===== config.mk =====
export PLATFORM = sky130hd
export DESIGN_NAME = gray_counter_n
export DESIGN_NICKNAME = d
export VERILOG_FILES = /design/src/rtl/gray_counter_n.sv
export SDC_FILE = /design/constraint.sdc
export NUM_CORES = 1
export LEC_CHECK = 0
export CORE_UTILIZATION = 43
export CTS_CLUSTER_DIAMETER = 60
export DETAILED_ROUTE_END_ITERATION = 16
export PLACE_DENSITY = 0.76
export RECOVER_POWER = 25
export SLEW_MARGIN = 20
export SYNTH_ARGS = -nofsm -noshare
export SYNTH_HDL_FRONTEND = slang
export SYNTH_SLANG_ARGS = --single-unit

===== constraint.sdc =====
create_clock -name clk -period 1.85 [get_ports clk]
set_input_delay 0.2775 -clock clk [delete_from_list [all_inputs] [get_ports clk]]
set_output_delay 0.2775 -clock clk [all_outputs]
set_load 0.05 [all_outputs]

===== src/rtl/gray_counter_n.sv =====
// ---------------------------------------------------------------------------
// gray_counter_n
//   Up/down binary counter with a registered Gray-coded copy of the count.
//   It can be loaded from a Gray-coded value, and at the ends of the range it
//   either wraps around (WRAP_MODE=1) or saturates (WRAP_MODE=0).
//   Every output comes straight from a flop, so no input reaches an output
//   combinationally.
//
// Parameters
//   WIDTH      counter width in bits, 2..16
//   WRAP_MODE  1 = wrap modulo 2^WIDTH, 0 = saturate at 0 / all-ones
//
// Ports
//   clk        rising-edge clock
//   rst        asynchronous, active-high reset; clears every output
//   en         count enable
//   up         direction: 1 = increment, 0 = decrement
//   load       synchronous load strobe; has priority over en
//   load_gray  Gray-coded value taken on load
//   bin_out    registered binary count
//   gray_out   registered Gray code of bin_out
//   wrap       one-cycle pulse on the edge that wrapped (WRAP_MODE=1 only)
//   sat        level, high while a count is blocked at an end (WRAP_MODE=0 only)
// ---------------------------------------------------------------------------
module gray_counter_n #(
    parameter int WIDTH     = 4,
    parameter int WRAP_MODE = 1
) (
    input  logic             clk,
    input  logic             rst,
    input  logic             en,
    input  logic             up,
    input  logic             load,
    input  logic [WIDTH-1:0] load_gray,
    output logic [WIDTH-1:0] bin_out,
    output logic [WIDTH-1:0] gray_out,
    output logic             wrap,
    output logic             sat
);

    localparam bit               WRAPS    = (WRAP_MODE != 0);
    localparam logic [WIDTH-1:0] ONE      = WIDTH'(1);
    localparam logic [WIDTH-1:0] ALL_ONES = '1;

    // Gray -> binary: each binary bit is the XOR of all Gray bits at or above it.
    function automatic logic [WIDTH-1:0] gray2bin(input logic [WIDTH-1:0] g);
        logic [WIDTH-1:0] b;
        b[WIDTH-1] = g[WIDTH-1];
        for (int i = WIDTH - 2; i >= 0; i--) begin
            b[i] = b[i+1] ^ g[i];
        end
        return b;
    endfunction

    logic             at_end;     // current count sits at the end we are moving toward
    logic [WIDTH-1:0] step_val;   // count after one step in the current direction
    logic [WIDTH-1:0] bin_nxt;
    logic [WIDTH-1:0] gray_nxt;
    logic             wrap_nxt;
    logic             sat_nxt;

    always_comb begin
        at_end   = up ? (bin_out == ALL_ONES) : (bin_out == '0);
        step_val = up ? (bin_out + ONE) : (bin_out - ONE);
    end

    // Priority: load, then en, then hold. wrap is a pulse, so it defaults low;
    // sat is a level, so it defaults to its current value.
    always_comb begin
        bin_nxt  = bin_out;
        wrap_nxt = 1'b0;
        sat_nxt  = sat;
        if (load) begin
            bin_nxt = gray2bin(load_gray);
            sat_nxt = 1'b0;
        end else if (en) begin
            if (at_end && !WRAPS) begin
                // blocked at the end: count holds, flag it
                sat_nxt = 1'b1;
            end else begin
                // modulo arithmetic on WIDTH bits gives the wrap for free;
                // at_end can only be true here in wrapping mode
                bin_nxt  = step_val;
                wrap_nxt = at_end;
                sat_nxt  = 1'b0;
            end
        end
        if (WRAPS) begin
            sat_nxt = 1'b0;
        end
    end

    // Gray is encoded from the next binary value and registered on the same
    // edge, so the two outputs can never disagree for a cycle.
    assign gray_nxt = bin_nxt ^ (bin_nxt >> 1);

    always_ff @(posedge clk or posedge rst) begin
        if (rst) begin
            bin_out  <= '0;
            gray_out <= '0;
            wrap     <= 1'b0;
            sat      <= 1'b0;
        end else begin
            bin_out  <= bin_nxt;
            gray_out <= gray_nxt;
            wrap     <= wrap_nxt;
            sat      <= sat_nxt;
        end
    end

endmodule


---- Word-level counts from Yosys, hierarchy flattened ----
Cells that the tools add are included.
storage, ports and cells
  flip-flop bits (word level) ............. 9
  input bits .............................. 9
  output and inout bits ................... 10
  logic and storage cells ................. 17
cells by class
  add/subtract/negate cells ............... 2
  eq/ne operators ......................... 1
  muxes and demuxes ....................... 6
  bitwise logic cells ..................... 4
  reductions and logical operators ........ 1
operators with widths
  kind                                                                 count
  4-bit two-way mux                                                    3
  4-bit by 1-bit adder with 4-bit output (second input constant)       1
  4-bit == test (second input constant)                                1
  4-bit logical NOT                                                    1
  4-bit by 1-bit subtractor with 4-bit output (second input constant)  1
  4-bit by 3-bit XOR with 4-bit output                                 1
  1-bit two-way mux                                                    3
  1-bit XOR                                                            3

---- Logic depth before layout (Yosys ltp) ----
Gate-level depths: netlist of the first run.
  depth after elaboration ................. 5
  mapped depth ............................ 6
  mapped depth without buffers ............ 6

---- Worst setup path after synthesis of the first run ----
Ideal clock, no wire load.
  path type ............................... flip-flop to flip-flop
  start ................................... register bin_out[0]
  end ..................................... register gray_out[1]
  library setup time ...................... 0.080 ns
  arrival time ............................ 1.973 ns
  slack ................................... -0.203 ns
  cell stages (with the launch flop) ...... 7
  path buffers ............................ 0
  clock period less this slack ............ 2.053 ns
  cell sequence ........................... dfrtp_1 > inv_1 > fa_1 > xnor2_1 > mux2i_1 > o21ai_1 > xor2_1
on the way
  word-level cells in the longest chain between the ends .. 5
  elaborated cells on any way between the ends .. 6
  those cells by class .................... 2 x add/sub; 3 x mux; 1 x bitwise
ends and longest elaborated chain
  what                                                                                                   RTL line  source
  start, declared                                                                                        35        output logic [WIDTH-1:0] bin_out,
  start signal, assigned                                                                                 104       bin_out <= bin_nxt;
  4-bit by 1-bit subtractor with 4-bit output or 4-bit by 1-bit adder with 4-bit output (tied branches)  64        step_val = up ? (bin_out + ONE) : (bin_out - ONE);
  4-bit two-way mux (*)                                                                                  64
  4-bit two-way mux (*)                                                                                  76        end else if (en) begin
  4-bit two-way mux (*)                                                                                  73        if (load) begin
  via bin_nxt[2]                                                                                         57        logic [WIDTH-1:0] bin_nxt;
  4-bit by 3-bit XOR with 4-bit output (*)                                                               95        assign gray_nxt = bin_nxt ^ (bin_nxt >> 1);
  via gray_nxt[1]                                                                                        58        logic [WIDTH-1:0] gray_nxt;
  end signal, assigned                                                                                   105       gray_out <= gray_nxt;
  end, declared                                                                                          36        output logic [WIDTH-1:0] gray_out,
Mark *: on every way through the listed nets, which the timed path passes. The rest lies on a longest branch.

---- Worst setup path in the final report of the first run ----
  start ................................... input port up
  end ..................................... register gray_out[2]
on the way
  word-level cells in the longest chain between the ends .. 4
ends and longest elaborated chain
  what                                  RTL line  source
  start, declared                       32        input logic up,
  4-bit two-way mux                     64
  4-bit two-way mux                     76
  4-bit two-way mux                     73
  via bin_nxt[3]                        57
  4-bit by 3-bit XOR with 4-bit output  95
  via gray_nxt[2]                       58
The timed path passes the listed nets, and every way through them passes these cells.

==> impl_metrics.toml, run 1 <==
[run_status]
status = "complete, no violations"

[synth]
synth_cells = 57
ys_warn_count = 0
synth-async-reset-ratio = 1.000
post_synth_num_cell_types = 33
synth_top_area_cell = "dfrtp_1"
seq_area_frac_synth = 0.3524
ys_ff_latch = 8
syn_avg_cell_area_sq_um = 9.966
synth-edff-count = 0
synthTopCellsByArea = "dfrtp_1 (35%), xor2_1 (6.2%), xnor2_1 (4.6%)"
synth_top_area_frac = 0.3524
synth_area_sq_um = 568.0
ys_dominant_reg_cell = "dfrtp_1"
syn-num-nets = 69

[critical_path]
cp-start-kind = "input pin"
crit_type = "in2reg"
r2r_end = "gray_out[1]"
r2r-start = "bin_out[0]"
rrSetupSlack_ns = 0.21
critPathRequiredTime_ns = 1.97
critical_path_peak_fanout = 4
crit_path_start = "up"
r2r_cells = 6
arrival_ns = 1.89
end_kind = "flip-flop"

[sta]
drv_slew = 0
fin_crit_ns = 1.773
setup_viol = 0
slew_headroom = 0.6676
rsz0062_at_grt = "no"
max_freq_mhz = 564.0
report.final.hold_viol_count = 0
hold_slack_ns = 0.3927
skew_ns = 0.007448
final.period_utilization = 0.9584
worst_pin_slew_ns = 0.4970

[finish]
finalNonFillerCells = 95
layout.nets = 94
antenna_cells = 0
area_delta_synth_final_pct = 44.27
final_util = 0.6998
final_layout_size_suffix_gt1_frac = 0.2716
design_area_sq_um = 819.5

[routing]
drt-pass1-iter-count = 4
drt-wirelength-per-cell_um = 11.41
antenna_left = 0
drc = 0
vias = 491
avgViaCountPerCell = 5.168
drtIter0Drc = 16
drt_wl_total_mm = 1.084

[pwr]
power.switching_uw = 400.3
p_int_uw = 513.9
clkPwrFrac = 0.147
p_per_area_mw_per_mm2 = 1115
swShare = 0.4379
seq_power_share = 0.281
p_leak_nw = 0.3588
pwr-share-comb = 0.572
peakVddDrop_mv = 0.4676

[clock_tree]
cts_tree = "done"
cts_hold_buf = 0
clock_latency_ns = 0.25
path_clk_slew_ns = 0.05
numCtsBuffers = 3
htreeDepth = 1
root_buffer = "clkbuf_4"
cts_buffer_depth = 2
cts.sinks = 8

[floorplanning]
pin_count = 19
start_util = 0.4850
die-area_sq_mm = 0.001470
die_h_um = 38.35
core_sq_mm = 0.001171
die_x_um = 38.35
row_count = 12

[global_routing]
grt_pass1_vias = 461
grt_pass1_wl_mm = 1.842
grt_overflow = 0
grt.total_usage = 0.1917
grt_max_degree = 15
antenna_found_initial = 0

[placed_design]
port_buffers = 17
dp.final_hpwl_um = 871.7
dpl_cell_area_sq_um = 774.5
dp_cells = 91
globalplace.congestion = 0.8221

[hold_path]
hold_class = "in2async"

[run]
maxCapViolCount = 0
[cells in the mapped netlist, drive strengths merged (2+ instances only)]
cell type and number:
a21oi 4, nand2 2, nor3b 2, nor2 3, xor2 5, dfrtp 8, buf 3, o21ai 2
xnor2 3, inv 4, ha 2
[state kept, by name, summed over array words and instances, names as in the netlist]
register	count
bin_out	4
gray_out	3
wrap	1
[metrics by stage]
step                TNS [ns]  power, mW  setup WS [ns]
global route               0     0.9796       0.007376
detailed placement   -0.8042     0.7678        -0.2641
floorplan                  0     0.6074       0.001002
finish                     0     0.9142        0.07703
CTS                        0     0.9141        0.01891
global placement     -0.6975     0.7639        -0.2456
[kinds of logic (layout without fill, tap and decap cells)]
logic type,count (synthesis),in the layout,synth area share
simple gates,17,17,0.1938
xor+xnor,8,8,0.1366
other cells,1,1,0.006602
buf+inv,8,32,0.07927
flops,8,8,0.3524
mux,1,1,0.01762
compound gates,11,11,0.1344
fa+ha+maj,3,3,0.07929
[cell usage in the layout, fill, tap and decap left out]
cell	Yosys	final
a21o_1	1	1
a21oi_1	4	4
a221oi_2	1	1
a22o_1	1	1
a2bb2oi_1	1	1
a31oi_1	1	1
and2b_1	1	1
and3_1	1	1
buf_4	2	10
clkbuf_1	1	1
clkbuf_4	0	3
clkdlybuf4s50_1	0	13
conb_1	1	1
dfrtp_1	8	5
dfrtp_2	0	3
dlygate4sd3_1	0	1
fa_2	0	1
ha_1	2	1
ha_4	0	1
inv_1	4	4
mux2i_1	1	1
nand2_1	2	2
nand3_1	1	1
nand3b_1	1	1
nor2_1	3	3
nor2b_1	1	1
nor3_1	1	1
nor3b_1	2	2
nor4bb_1	1	1
o21ai_0	1	1
o21ai_2	0	1
or3_4	1	1
or4_1	1	1
or4b_1	1	1
xnor2_1	3	3
xor2_1	4	4
xor2_2	1	1
[power groups by stage]
| stage | registers (mW) | clock network [mW] | logic [mW] |
|---|---|---|---|
| final | 0.257 | 0.134 | 0.523 |
| after global routing | 0.264 | 0.151 | 0.565 |
| after CTS | 0.255 | 0.145 | 0.514 |
| after detailed placement | 0.258 | 0 | 0.510 |
| after global placement | 0.259 | 0 | 0.505 |
| after floorplan | 0.413 | 0 | 0.195 |
[per-layer routing]
layer  share of wire  track usage
met1            0.41       0.2145
met3           0.042      0.02326
met4           0.028       0.1724
met5               0            0
met2            0.52       0.3136
[how the worst max path moves through the flow]
| stage | slack (ns) | end |
|---|---|---|
| 3_3_place_gp | -0.25 | gray_out[2] |
| 2_1_floorplan | 0.001 | gray_out[1] |
| 4_1_cts | 0.02 | gray_out[2] |
| 6_report | 0.08 | gray_out[2] |
| 5_1_grt | 0.007 | gray_out[1] |
| 3_5_place_dp | -0.26 | gray_out[1] |
[repair_timing]
| item | CTS | global route |
|---|---|---|
| pin swaps | 0 | 3 |
| buffers inserted | 0 | 0 |
| cloned | 0 | 0 |
| resized for setup | 1 | 2 |
| endpoints found under the setup margin | 1 | 2 |
[critical path, cell delays in order]
cell	delay [ns]
clkdlybuf4s50_1	0.48
inv_1	0.09
ha_4	0.27
a21oi_1	0.15
a2bb2oi_1	0.08
or3_4	0.40
xor2_2	0.14
[area by class of cell]
class | count | area (sq um)
clock buffers | 4 | 26.28
fillers | 97 | 351.6
inverters | 4 | 15.01
multi-input cells | 41 | 341.6
flip-flops and latches | 8 | 203.9
well taps | 14 | 17.52
repair buffers | 24 | 215.2
Note: power is estimated with default switching activity, not from simulation.
==> inputs of run 2 (changes only) <==
--- a/config.mk
+++ b/config.mk
@@ -10,6 +10,7 @@
 export DETAILED_ROUTE_END_ITERATION = 16
 export PLACE_DENSITY = 0.76
 export RECOVER_POWER = 25
+export SKIP_CTS_REPAIR_TIMING = 1
 export SLEW_MARGIN = 20
 export SYNTH_ARGS = -nofsm -noshare
 export SYNTH_HDL_FRONTEND = slang
==> run 2 against run 1 <==
Net effect: core utilization shrank 0.21 points; non-clock buffer count unchanged; highest routed layer unchanged; clock skew about the same; via count down 0.81%; maximum frequency down 0.58%; register-to-register slack gained 0.02 ns; clock power barely moved; flip-flop and latch count is the same; die area unchanged; global-route usage down 0.61 points.
==> impl_metrics.toml, run 2 (same netlist as run 1, synthesis figures left out) <==
[placed_design]
globalplace.congestion = 0.8221
preCtsSetupSlack_ns = -0.2641
port_buffers = 17
dp.final_hpwl_um = 871.7

[sta]
final.period_utilization = 0.9640
tns_ns = 0
rsz0062_at_grt = "yes"
setup_viol = 0
report.final.hold_viol_count = 0
setup_slack_ns = 0.06668
worst_pin_slew_ns = 0.4970
fin_crit_ns = 1.783
slew_headroom = 0.6676
skew_ns = 0.007586
max_freq_mhz = 560.8
drv_slew = 0

[pwr]
p_leak_nw = 0.3599
peakVddDrop_mv = 0.4668
power.switching_uw = 400.3
pwr-share-comb = 0.571
clkPwrFrac = 0.147
p_int_uw = 512.2
swShare = 0.4387
power.total_uw = 912.6
seq_power_share = 0.282
p_per_area_mw_per_mm2 = 1117

[critical_path]
path_cells = "clkdlybuf4s50_1 -> buf_4 -> fa_1 -> xnor2_1 -> mux2i_1 -> o21ai_2 -> xor2_1"
path_buf_inv = 2
critPathTopFamily = "buffers and inverters"
arrival_ns = 1.94
cp-start-kind = "input pin"
critical_path_peak_fanout = 5
end_kind = "flip-flop"
critPathMaxStageDelay_ns = 0.43
critical_path.slowest_cell = "fa_1"
crit_type = "in2reg"
critPathRequiredTime_ns = 2.01

[routing]
vias = 487
drt-wirelength-per-cell_um = 11.40
avgViaCountPerCell = 5.126
drt_wl_total_mm = 1.083
drt-pass1-iter-count = 4
drc = 0
antenna_left = 0
drtIter0Drc = 13

[run]
maxCapViolCount = 0

[clock_tree]
htreeDepth = 1
cts_buffer_depth = 2
path_clk_slew_ns = 0.05
root_buffer = "clkbuf_4"
cts.sinks = 8
numCtsBuffers = 3
clock_latency_ns = 0.25
cts_tree = "done"

[finish]
largest_reg_flops = 4
final_layout_size_suffix_gt1_frac = 0.2593
largestRegisters = "bin_out: 4 flops, gray_out: 3 flops, wrap: 1 flops"
area_delta_synth_final_pct = 43.83
final_common_cell = "clkdlybuf4s50_1"
layout.nets = 94
layout_common_cells = "clkdlybuf4s50_1 (13), buf_4 (10), dfrtp_1 (5)"
top_register = "bin_out"
antenna_cells = 0

[global_routing]
antenna_found_initial = 0
grt_overflow = 0
grt_pass1_vias = 444
grt.total_usage = 0.1856
grt_pass1_wl_mm = 1.787
grt_max_degree = 15

[run_status]
status = "complete, no violations"

[floorplanning]
core_sq_mm = 0.001171
die_x_um = 38.35
die_h_um = 38.35
pin_count = 19
start_util = 0.4850
row_count = 12
die-area_sq_mm = 0.001470

[hold_path]
hold_class = "in2async"
==> run 2: changes by cell type in the layout (fill, tap and decap cells not counted) <==
cell,previous run,this run
fa_2,1,0
fa_1,0,1
==> run 2: worst paths after layout <==
kind                       depth (start not counted)  slack, ns           to         start
hold reg to reg                                    3       0.68  gray_out[0]    bin_out[0]
min in group clk                                   3       0.65  gray_out[0]  load_gray[0]
setup reg to reg                                   6       0.23  gray_out[1]    bin_out[0]
setup / recovery                                   7       0.07  gray_out[1]            up
hold / removal                                     2       0.39  gray_out[0]           rst
max in group asynchronous                          2       1.22   bin_out[2]           rst
==> run 2: routing by layer <==
metal	GRT usage	routed length, um
met3	0.01744	46
met2	0.2924	560
met4	0.1638	17
met5	0	0
met1	0.2218	458
==> run 2: power groups by stage <==
| stage | logic (mW) | registers [mW] | clock network, mW |
|---|---|---|---|
| global route | 0.561 | 0.264 | 0.151 |
| finish | 0.521 | 0.257 | 0.134 |
| global placement | 0.505 | 0.259 | 0 |
| floorplan | 0.195 | 0.413 | 0 |
| CTS | 0.510 | 0.255 | 0.145 |
| detailed placement | 0.510 | 0.258 | 0 |
==> run 2: per-stage QoR <==
| step | std cells | instance area [sq um] | hold slack, ns | utilization |
|---|---|---|---|---|
| after detailed placement | 91 | 774.5 | 0.5304 | 0.6613 |
| after global placement | 91 | 774.5 | 0.5300 | 0.6613 |
| after global routing | 95 | 817.0 | 0.4342 | 0.6977 |
| after CTS | 95 | 800.8 | 0.2521 | 0.6838 |
| final | 95 | 817.0 | 0.3926 | 0.6977 |
| after floorplan | 57 | 571.8 | 0.09296 | - |
==> run 2: layout make-up <==
cell class | instances | area (sq um)
fillers | 98 | 354.1
multi-input cells | 41 | 339.1
repair buffers | 24 | 215.2
flip-flops and latches | 8 | 203.9
clock buffers | 4 | 26.28
well taps | 14 | 17.52
inverters | 4 | 15.01
==> inputs of run 3 (changes only) <==
--- a/config.mk
+++ b/config.mk
@@ -5,10 +5,14 @@
 export SDC_FILE = /design/constraint.sdc
 export NUM_CORES = 1
 export LEC_CHECK = 0
-export CORE_UTILIZATION = 43
+export ABC_CLOCK_PERIOD_IN_PS = 1850
+export CELL_PAD_IN_SITES_DETAIL_PLACEMENT = 1
+export CELL_PAD_IN_SITES_GLOBAL_PLACEMENT = 1
+export CORE_ASPECT_RATIO = 0.75
+export CORE_UTILIZATION = 32
 export CTS_CLUSTER_DIAMETER = 60
 export DETAILED_ROUTE_END_ITERATION = 16
-export PLACE_DENSITY = 0.76
+export PLACE_DENSITY_LB_ADDON = 0.1
 export RECOVER_POWER = 25
 export SKIP_CTS_REPAIR_TIMING = 1
 export SLEW_MARGIN = 20
==> run 3 against run 2 <==
Net effect: critical path depth is 6 lower; highest routed layer is now met3; clock-buffer cell count did not move; global-route usage decreased by 2.9 points.
==> impl_metrics.toml, run 3 (same netlist as run 1, synthesis figures left out) <==
[critical_path]
rrSetupSlack_ns = 0.25
path_buf_inv = 1
end_kind = "primary output"
cp-start-kind = "flip-flop"
crit_type = "reg2out"
r2r_end = "gray_out[1]"
critPathRequiredTime_ns = 1.57
critical_path.slowest_cell = "clkdlybuf4s50_1"
arrival_ns = 1.48
r2r-start = "bin_out[1]"
critical_path_peak_fanout = 5
r2r_cells = 6
path_cells = "clkdlybuf4s50_1"
critPathTopFamily = "buffers and inverters"
critPathMaxStageDelay_ns = 0.82

[finish]
area_delta_synth_final_pct = 46.04
finalNonFillerCells = 102
final_common_cell = "clkdlybuf4s50_1"
top_register = "bin_out"
layout.nets = 94
largestRegisters = "bin_out: 4 flops, gray_out: 3 flops, wrap: 1 flops"
final_layout_size_suffix_gt1_frac = 0.2840
layout_common_cells = "clkdlybuf4s50_1 (11), buf_4 (10), dfrtp_1 (5), xor2_1 (4), a21oi_1 (4)"
antenna_cells = 0
largest_reg_flops = 4

[placed_design]
globalplace.congestion = 0.7436
dp_cells = 98
dp.final_hpwl_um = 987
preCtsSetupSlack_ns = -0.2858
port_buffers = 17

[routing]
drc = 0
drt_wl_total_mm = 1.294
antenna_left = 0
vias = 469
drtIter0Drc = 6
avgViaCountPerCell = 4.598
drt-wirelength-per-cell_um = 12.69
drt-pass1-iter-count = 5

[clock_tree]
root_buffer = "clkbuf_4"
clock_latency_ns = 0.25
cts.sinks = 8
path_clk_slew_ns = 0.06
numCtsBuffers = 3
cts_tree = "done"
cts_buffer_depth = 2
htreeDepth = 1

[sta]
skew_ns = 0.005268
setup_slack_ns = 0.09126
drv_slew = 0
max_freq_mhz = 568.6
final.period_utilization = 0.9507
fin_crit_ns = 1.759
setup_viol = 0
report.final.hold_viol_count = 0
rsz0062_at_grt = "no"

[pwr]
power.total_uw = 926.1
p_per_area_mw_per_mm2 = 1116
p_leak_nw = 0.3700
peakVddDrop_mv = 0.5218

[global_routing]
grt_pass1_wl_mm = 2.097
grt_overflow = 0
antenna_found_initial = 0
grt.total_usage = 0.1569
grt_pass1_vias = 462
grt_max_degree = 15

[floorplanning]
core_sq_mm = 0.001562
start_util = 0.3638
row_count = 12
die_x_um = 50.65
pin_count = 19
die_h_um = 38.49
die-area_sq_mm = 0.001950

[run_status]
status = "complete, no violations"

[hold_path]
hold_class = "in2async"

[run]
maxCapViolCount = 0
-- run 3: report_power, final --
group	switching, mW	internal [mW]
logic	0.317	0.210
registers	0.0361	0.221
clock network	0.0596	0.0825
-- run 3: area by class of cell --
class,instances,area [sq um]
repair buffers,24,219.0
well taps,21,26.28
inverters,4,15.01
fillers,188,732.0
clock buffers,4,26.28
multi-input cells,41,339.1
flip-flops and latches,8,203.9
-- run 3: how the worst max path moves through the flow --
stage               start     endpoint  slack [ns]  cells past startpoint
6_report       bin_out[2]   bin_out[2]        0.09                      1
3_5_place_dp           up  gray_out[2]       -0.29                      7
4_1_cts                up  gray_out[2]       -0.02                      7
5_1_grt        bin_out[2]   bin_out[2]        0.04                      1
3_3_place_gp           up  gray_out[2]       -0.27                      7
2_1_floorplan  bin_out[0]  gray_out[1]       0.001                      6
-- run 3: metal layers --
metal  up-vias  track usage  routed length [um]
li1        240            -                   -
met1       212       0.2024                 642
met2        17       0.2467                 591
met3         0      0.04762                  61
met4         0      0.06250                   0
met5         -            0                   0
-- run 3: through the flow --
| step | TNS [ns] | hold slack (ns) | cell area (sq um) | utilization |
|---|---|---|---|---|
| final | 0 | 0.4010 | 829.5 | 0.5313 |
| after global routing | 0 | 0.4271 | 829.5 | 0.5313 |
| after CTS | -0.02291 | 0.2799 | 807.0 | 0.5168 |
| after detailed placement | -0.9396 | 0.5411 | 780.7 | 0.5000 |
| after global placement | -0.8352 | 0.5361 | 780.7 | 0.5000 |
| after floorplan | 0 | 0.09296 | 571.8 | - |
==> RTL change 1: new RTL, config.mk and constraints of run 1 <==
Add an input register stage for `en`, `up`, `load` and `load_gray`; this delays them by one clock.
--- a/src/rtl/gray_counter_n.sv
+++ b/src/rtl/gray_counter_n.sv
@@ -42,6 +42,18 @@
     localparam logic [WIDTH-1:0] ONE      = WIDTH'(1);
     localparam logic [WIDTH-1:0] ALL_ONES = '1;
 
+    logic en_q;
+    logic up_q;
+    logic load_q;
+    logic [WIDTH-1:0] load_gray_q;
+
+    always_ff @(posedge clk) begin
+        en_q        <= en;
+        up_q        <= up;
+        load_q      <= load;
+        load_gray_q <= load_gray;
+    end
+
     // Gray -> binary: each binary bit is the XOR of all Gray bits at or above it.
     function automatic logic [WIDTH-1:0] gray2bin(input logic [WIDTH-1:0] g);
         logic [WIDTH-1:0] b;
@@ -60,8 +72,8 @@
     logic             sat_nxt;
 
     always_comb begin
-        at_end   = up ? (bin_out == ALL_ONES) : (bin_out == '0);
-        step_val = up ? (bin_out + ONE) : (bin_out - ONE);
+        at_end   = up_q ? (bin_out == ALL_ONES) : (bin_out == '0);
+        step_val = up_q ? (bin_out + ONE) : (bin_out - ONE);
     end
 
     // Priority: load, then en, then hold. wrap is a pulse, so it defaults low;
@@ -70,10 +82,10 @@
         bin_nxt  = bin_out;
         wrap_nxt = 1'b0;
         sat_nxt  = sat;
-        if (load) begin
-            bin_nxt = gray2bin(load_gray);
+        if (load_q) begin
+            bin_nxt = gray2bin(load_gray_q);
             sat_nxt = 1'b0;
-        end else if (en) begin
+        end else if (en_q) begin
             if (at_end && !WRAPS) begin
                 // blocked at the end: count holds, flag it
                 sat_nxt = 1'b1;
Formal check against the unedited RTL: not equivalent (a bounded check fails within 4 cycles, from zero or initial values and one cycle with rst high).
==> RTL change 1 against run 1 <==
- sequential share of layout area rose by 12 points
- total power is 19% higher
- utilization is 9.3 points lower
- largest power group unchanged
- maximum frequency fell by 0.96%
- non-clock buffer count shrank 3
- setup slack lost 0.017 ns
- routed wire length up 8.9%
- critical path depth decreased by 6
- synthesized area is 25% higher
- register-to-register slack lost 0.09 ns
- sequential cell count rose by 7
- final area is 13% higher
- clock power is 34% higher
==> RTL change 1: results (changes against run 1) <==
Layout
  • N_diodes: 0 (unchanged)
  • Layout net count: 98 (+4.3%)
  • Fillers: 144 (+48%)
  • Top Registers: bin_out (4), load_gray_q (4), gray_out (3)
  • Layout cell share with drive strength beyond 1: 0.200 (-0.0716)

GRT
  • Initial antenna violation count: 0 (unchanged)
  • Total GRT Usage: 0.152 (-0.0400)
  • Vias in the first global route: 494 (+7.2%)
  • First-pass GRT wire length: 1.98 mm (+7.5%)
  • Largest net degree at the start of global routing: 11 (-4)

Clock network
  • # Post-CTS Setup Buffers: 0 (unchanged)
  • Root Buffer: clkbuf_4
  • Worst-Skew Late Latency: 0.28 ns (+0.03 ns)
  • H-tree depth: 1 (unchanged)
  • Number of buffers created by CTS: 3 (unchanged)
  • Max Buffers Root-to-Sink: 2 (unchanged)
  • Clock transition at the registers of the reported paths: 0.09 ns (+0.04 ns)
  • Resize count post-CTS: 0 (-1)

Synthesis
  • Top cells by count, synth: dfrtp_1 (8), dfxtp_1 (7), a21oi_1 (4), inv_1 (4), xor2_1 (4)
  • Synth area leaders: dfrtp_1 (28%), dfxtp_1 (20%), xor2_1 (4.9%)
  • Number of synthesized flops with an enable pin: 0 (unchanged)
  • Synth warn: 0 (unchanged)
  • Register area share after synthesis: 0.481 (+0.128)
  • Syn_nets: 76 (+10%)
  • Distinct cells, synth: 34 (+3.0%)
  • Async SR Flop Fraction: 0.533 (-0.467)
  • Top FF cell, synth: dfrtp_1

Worst setup path
  • Worst reg-to-reg path cell count: 5 (-1)
  • Slowest cell on crit path: clkdlybuf4s50_1
  • RR Startpoint: bin_out[2]$_DFF_PP0_
  • Cell family with most CP delay: buffers and inverters
  • Worst Path Arrival: 1.51 ns (-0.38 ns)
  • CP max stage delay: 0.81 ns (+0.33 ns)
  • R2r setup slk: 0.12 ns (-0.09 ns)
  • Critical R2R Capture: gray_out[2]$_DFF_PP0_
  • CP Max Fanout: 6 (+2)

Power and ir drop
  • Leak: 0.406 nW (+13%)
  • Worst VDD drop: 0.000595 V (+27%)
  • Sw Share: 0.404 (-0.0343)

Route
  • Drt pass-1 iters: 3 (-1)
  • Routed wl met3: 44 um (-4.3%)
  • WL met1: 533 um (+20%)
  • Iter 0 DRT Violations: 13 (-3)
  • Number of vias per cell: 5.20 (+0.57%)
  • WL met2: 600 um (+7.1%)
  • Routed WL: 1.18 mm (+8.9%)
  • Uppermost layer routed: met4

Placed design
  • Gpl congestion: 0.827 (+0.64%)
  • Post-DP HPWL: 913 um (+4.8%)
  • Count of input and output buffers: 17 (unchanged)

Outcome
  • Status: complete, no violations

STA
  • Setup Skew: 0.00516 ns (-0.00228 ns)
  • Final setup vio count: 0 (unchanged)

Min path
  • Type of the worst min-delay path: primary input to asynchronous set/reset pin
-- RTL change 1: layer usage --
metal,up-vias,global-route usage
li1,260,-
met1,247,0.166
met5,-,0
met4,0,0.0750
met2,16,0.268
met3,2,0.0388
-- RTL change 1: power groups by stage --
stage,combinational [mW],clock [mW],sequential (mW)
6_report,0.490,0.180,0.419
2_1_floorplan,0.198,0,0.580
4_1_cts,0.497,0.192,0.418
3_3_place_gp,0.492,0,0.423
3_5_place_dp,0.496,0,0.426
5_1_grt,0.523,0.204,0.422
-- RTL change 1: worst max path at each step --
stage | from | endpoint | depth (start not counted)
final | bin_out[1]$_DFF_PP0_ | bin_out[1] | 1
after global routing | bin_out[1]$_DFF_PP0_ | bin_out[1] | 1
after CTS | bin_out[1]$_DFF_PP0_ | bin_out[1] | 1
after detailed placement | bin_out[2]$_DFF_PP0_ | gray_out[2]$_DFF_PP0_ | 5
after global placement | bin_out[1]$_DFF_PP0_ | gray_out[2]$_DFF_PP0_ | 6
after floorplan | bin_out[0]$_DFF_PP0_ | gray_out[2]$_DFF_PP0_ | 6
-- RTL change 1: through the flow --
stage	utilization	hold WS (ns)	worst slack (ns)	instances	area [sq um]
CTS	0.607	0.253	0.0444	101	925
detailed placement	0.589	0.475	0.134	97	898
finish	0.607	0.378	0.0598	101	925
floorplan	-	0.0930	0.0460	64	716
global route	0.607	0.397	0.0264	101	925
global placement	0.589	0.477	0.183	97	898
-- RTL change 1: layout make-up --
cell class	instances	area, sq um	area share
sequential	15	344	0.372
multi-input combinational	41	327	0.353
timing repair buffer	21	193	0.208
clock buffer	4	26.3	0.0284
tap	16	20.0	0.0217
inverter	4	15.0	0.0162
-- RTL change 1: kinds of logic (layout without fill, tap and decap cells) --
group,count (synthesis),after routing,synth area share
simple gates,17,17,0.155
other cells,1,1,0.00530
flops,15,15,0.481
mux,1,1,0.0141
compound gates,11,11,0.108
fa+ha+maj,3,3,0.0636
buf+inv,8,29,0.0636
xor+xnor,8,8,0.110
-- RTL change 1: worst register-to-register path: stages (launching register included) --
cell and delay, ns:
dfrtp_2 0.44, ha_1 0.36, a21oi_1 0.18, a2bb2oi_1 0.08
or3_4 0.40, xor2_2 0.15
==> RTL change 2: new RTL, flow settings as in run 1 <==
Made on the original files. The output `wrap` loses its register stage (`wrap` becomes a continuous assignment). Comments in the files are not updated.
--- a/src/rtl/gray_counter_n.sv
+++ b/src/rtl/gray_counter_n.sv
@@ -98,15 +98,15 @@
         if (rst) begin
             bin_out  <= '0;
             gray_out <= '0;
-            wrap     <= 1'b0;
             sat      <= 1'b0;
         end else begin
             bin_out  <= bin_nxt;
             gray_out <= gray_nxt;
-            wrap     <= wrap_nxt;
             sat      <= sat_nxt;
         end
     end
 
+    assign wrap = wrap_nxt;
+
 endmodule
 
Behaviour: not the same (a bounded check fails within 4 cycles, from zero or initial values and one cycle with rst high).
==> RTL change 2 against run 1 <==
- the flow now finishes with violations (negative setup slack)
- final area down 0.46%
- synthesized area down 4.4%
- die area fell by 4.2%
- setup slack worse by 0.20 ns
- first-iteration DRC count down 81%
- clock power barely moved
- largest cell class unchanged
- sequential power fell by 11%
- sequential cell count fell by 1
- total power decreased by 0.74%
- routed wire length rose by 11%
- hold slack improved by 0.0017 ns
==> RTL change 2: results (changes against run 1) <==
Synthesis
  • Synth Area in Compound Gates: 0.141 (+0.00619)
  • Mux cell area share after synthesis: 0.0184 (+0.000812)
  • Syn_area_per_cell: 9.70 sq um (-2.7%)
  • Synth Area in Adders: 0.0829 (+0.00365)
  • Synth Area in XOR/XNOR: 0.143 (+0.00629)

Worst setup path
  • CP Launch Point: bin_out[0]$_DFF_PP0_
  • Worst Path Arrival: 1.69 ns (-0.20 ns)
  • CP Max Fanout: 2 (-2)

Placed design
  • Post-DP HPWL: 935 um (+7.3%)

Power and ir drop
  • Leak: 0.367 nW (+2.3%)
  • Worst VDD drop: 0.000411 V (-12%)

Layout
  • Top Registers: bin_out (4), gray_out (3)
  • Fillers: 90 (-7.2%)
  • Layout net count: 95 (+1.1%)

STA
  • Final setup vio count: 1 (+1)
  • Setup ws final: -0.122 ns (-0.199 ns)

Route
  • Routed wl met3: 33 um (-28%)
  • Iter 0 DRT Violations: 3 (-13)
  • WL met2: 663 um (+18%)
  • Drt pass-1 iters: 2 (-2)

GRT
  • Met1 usage: 0.249 (+0.0345)
  • Total GRT Usage: 0.199 (+0.00755)
  • Vias in the first global route: 459 (-0.43%)

Outcome
  • Status: complete, but fails checks
  • Violated checks: negative setup slack
## RTL change 2: changes by cell type in the layout (fill, tap and decap cells not counted), sizes merged
cell	delta
dlygate4sd2	+1
clkdlybuf4s50	-2
buf	+3
dfrtp	-1
## RTL change 2: final cells by class
cell class,count,area (sq um),share of cell area
repair buffers,26,239,0.293
well taps,14,17.5,0.0215
inverters,4,15.0,0.0184
flip-flops and latches,7,180,0.221
multi-input cells,41,338,0.414
clock buffers,4,26.3,0.0322
## RTL change 2: final timing paths
path                                          to  slack (ns)  depth (start not counted)
min in group clk           gray_out[0]$_DFF_PP0_        0.72                          3
max reg2reg                gray_out[1]$_DFF_PP0_        0.11                          7
min reg2reg                 bin_out[2]$_DFF_PP0_        0.76                          2
max in group asynchronous   bin_out[0]$_DFF_PP0_        1.24                          2
min                        gray_out[2]$_DFF_PP0_        0.39                          2
max                                         wrap       -0.12                          5
## RTL change 2: timing repair
item | in CTS | in global routing
gates cloned | 0 | 0
setup endpoints to repair | 2 | 1
resized for setup | 1 | 0
setup buffers | 1 | 0
pin swaps | 1 | 0
## RTL change 2: logic make-up after synthesis
kind of cell / after synthesis
mux: 1
compound gates: 11
simple gates: 17
buf+inv: 8
fa+ha+maj: 3
xor+xnor: 8
other cells: 1
flops: 7
## RTL change 2: per-stage QoR
step | worst slack [ns] | cell area [sq um]
3_3_place_gp | -0.257 | 783
2_1_floorplan | -0.155 | 563
3_5_place_dp | -0.260 | 783
4_1_cts | -0.130 | 816
5_1_grt | -0.201 | 816
6_report | -0.122 | 816
## RTL change 2: power by group through the flow
stage	clock, mW	sequential [mW]	combinational (mW)
finish	0.134	0.230	0.544
CTS	0.136	0.229	0.546
global route	0.145	0.232	0.579
detailed placement	0	0.233	0.535
global placement	0	0.231	0.526
floorplan	0	0.388	0.203
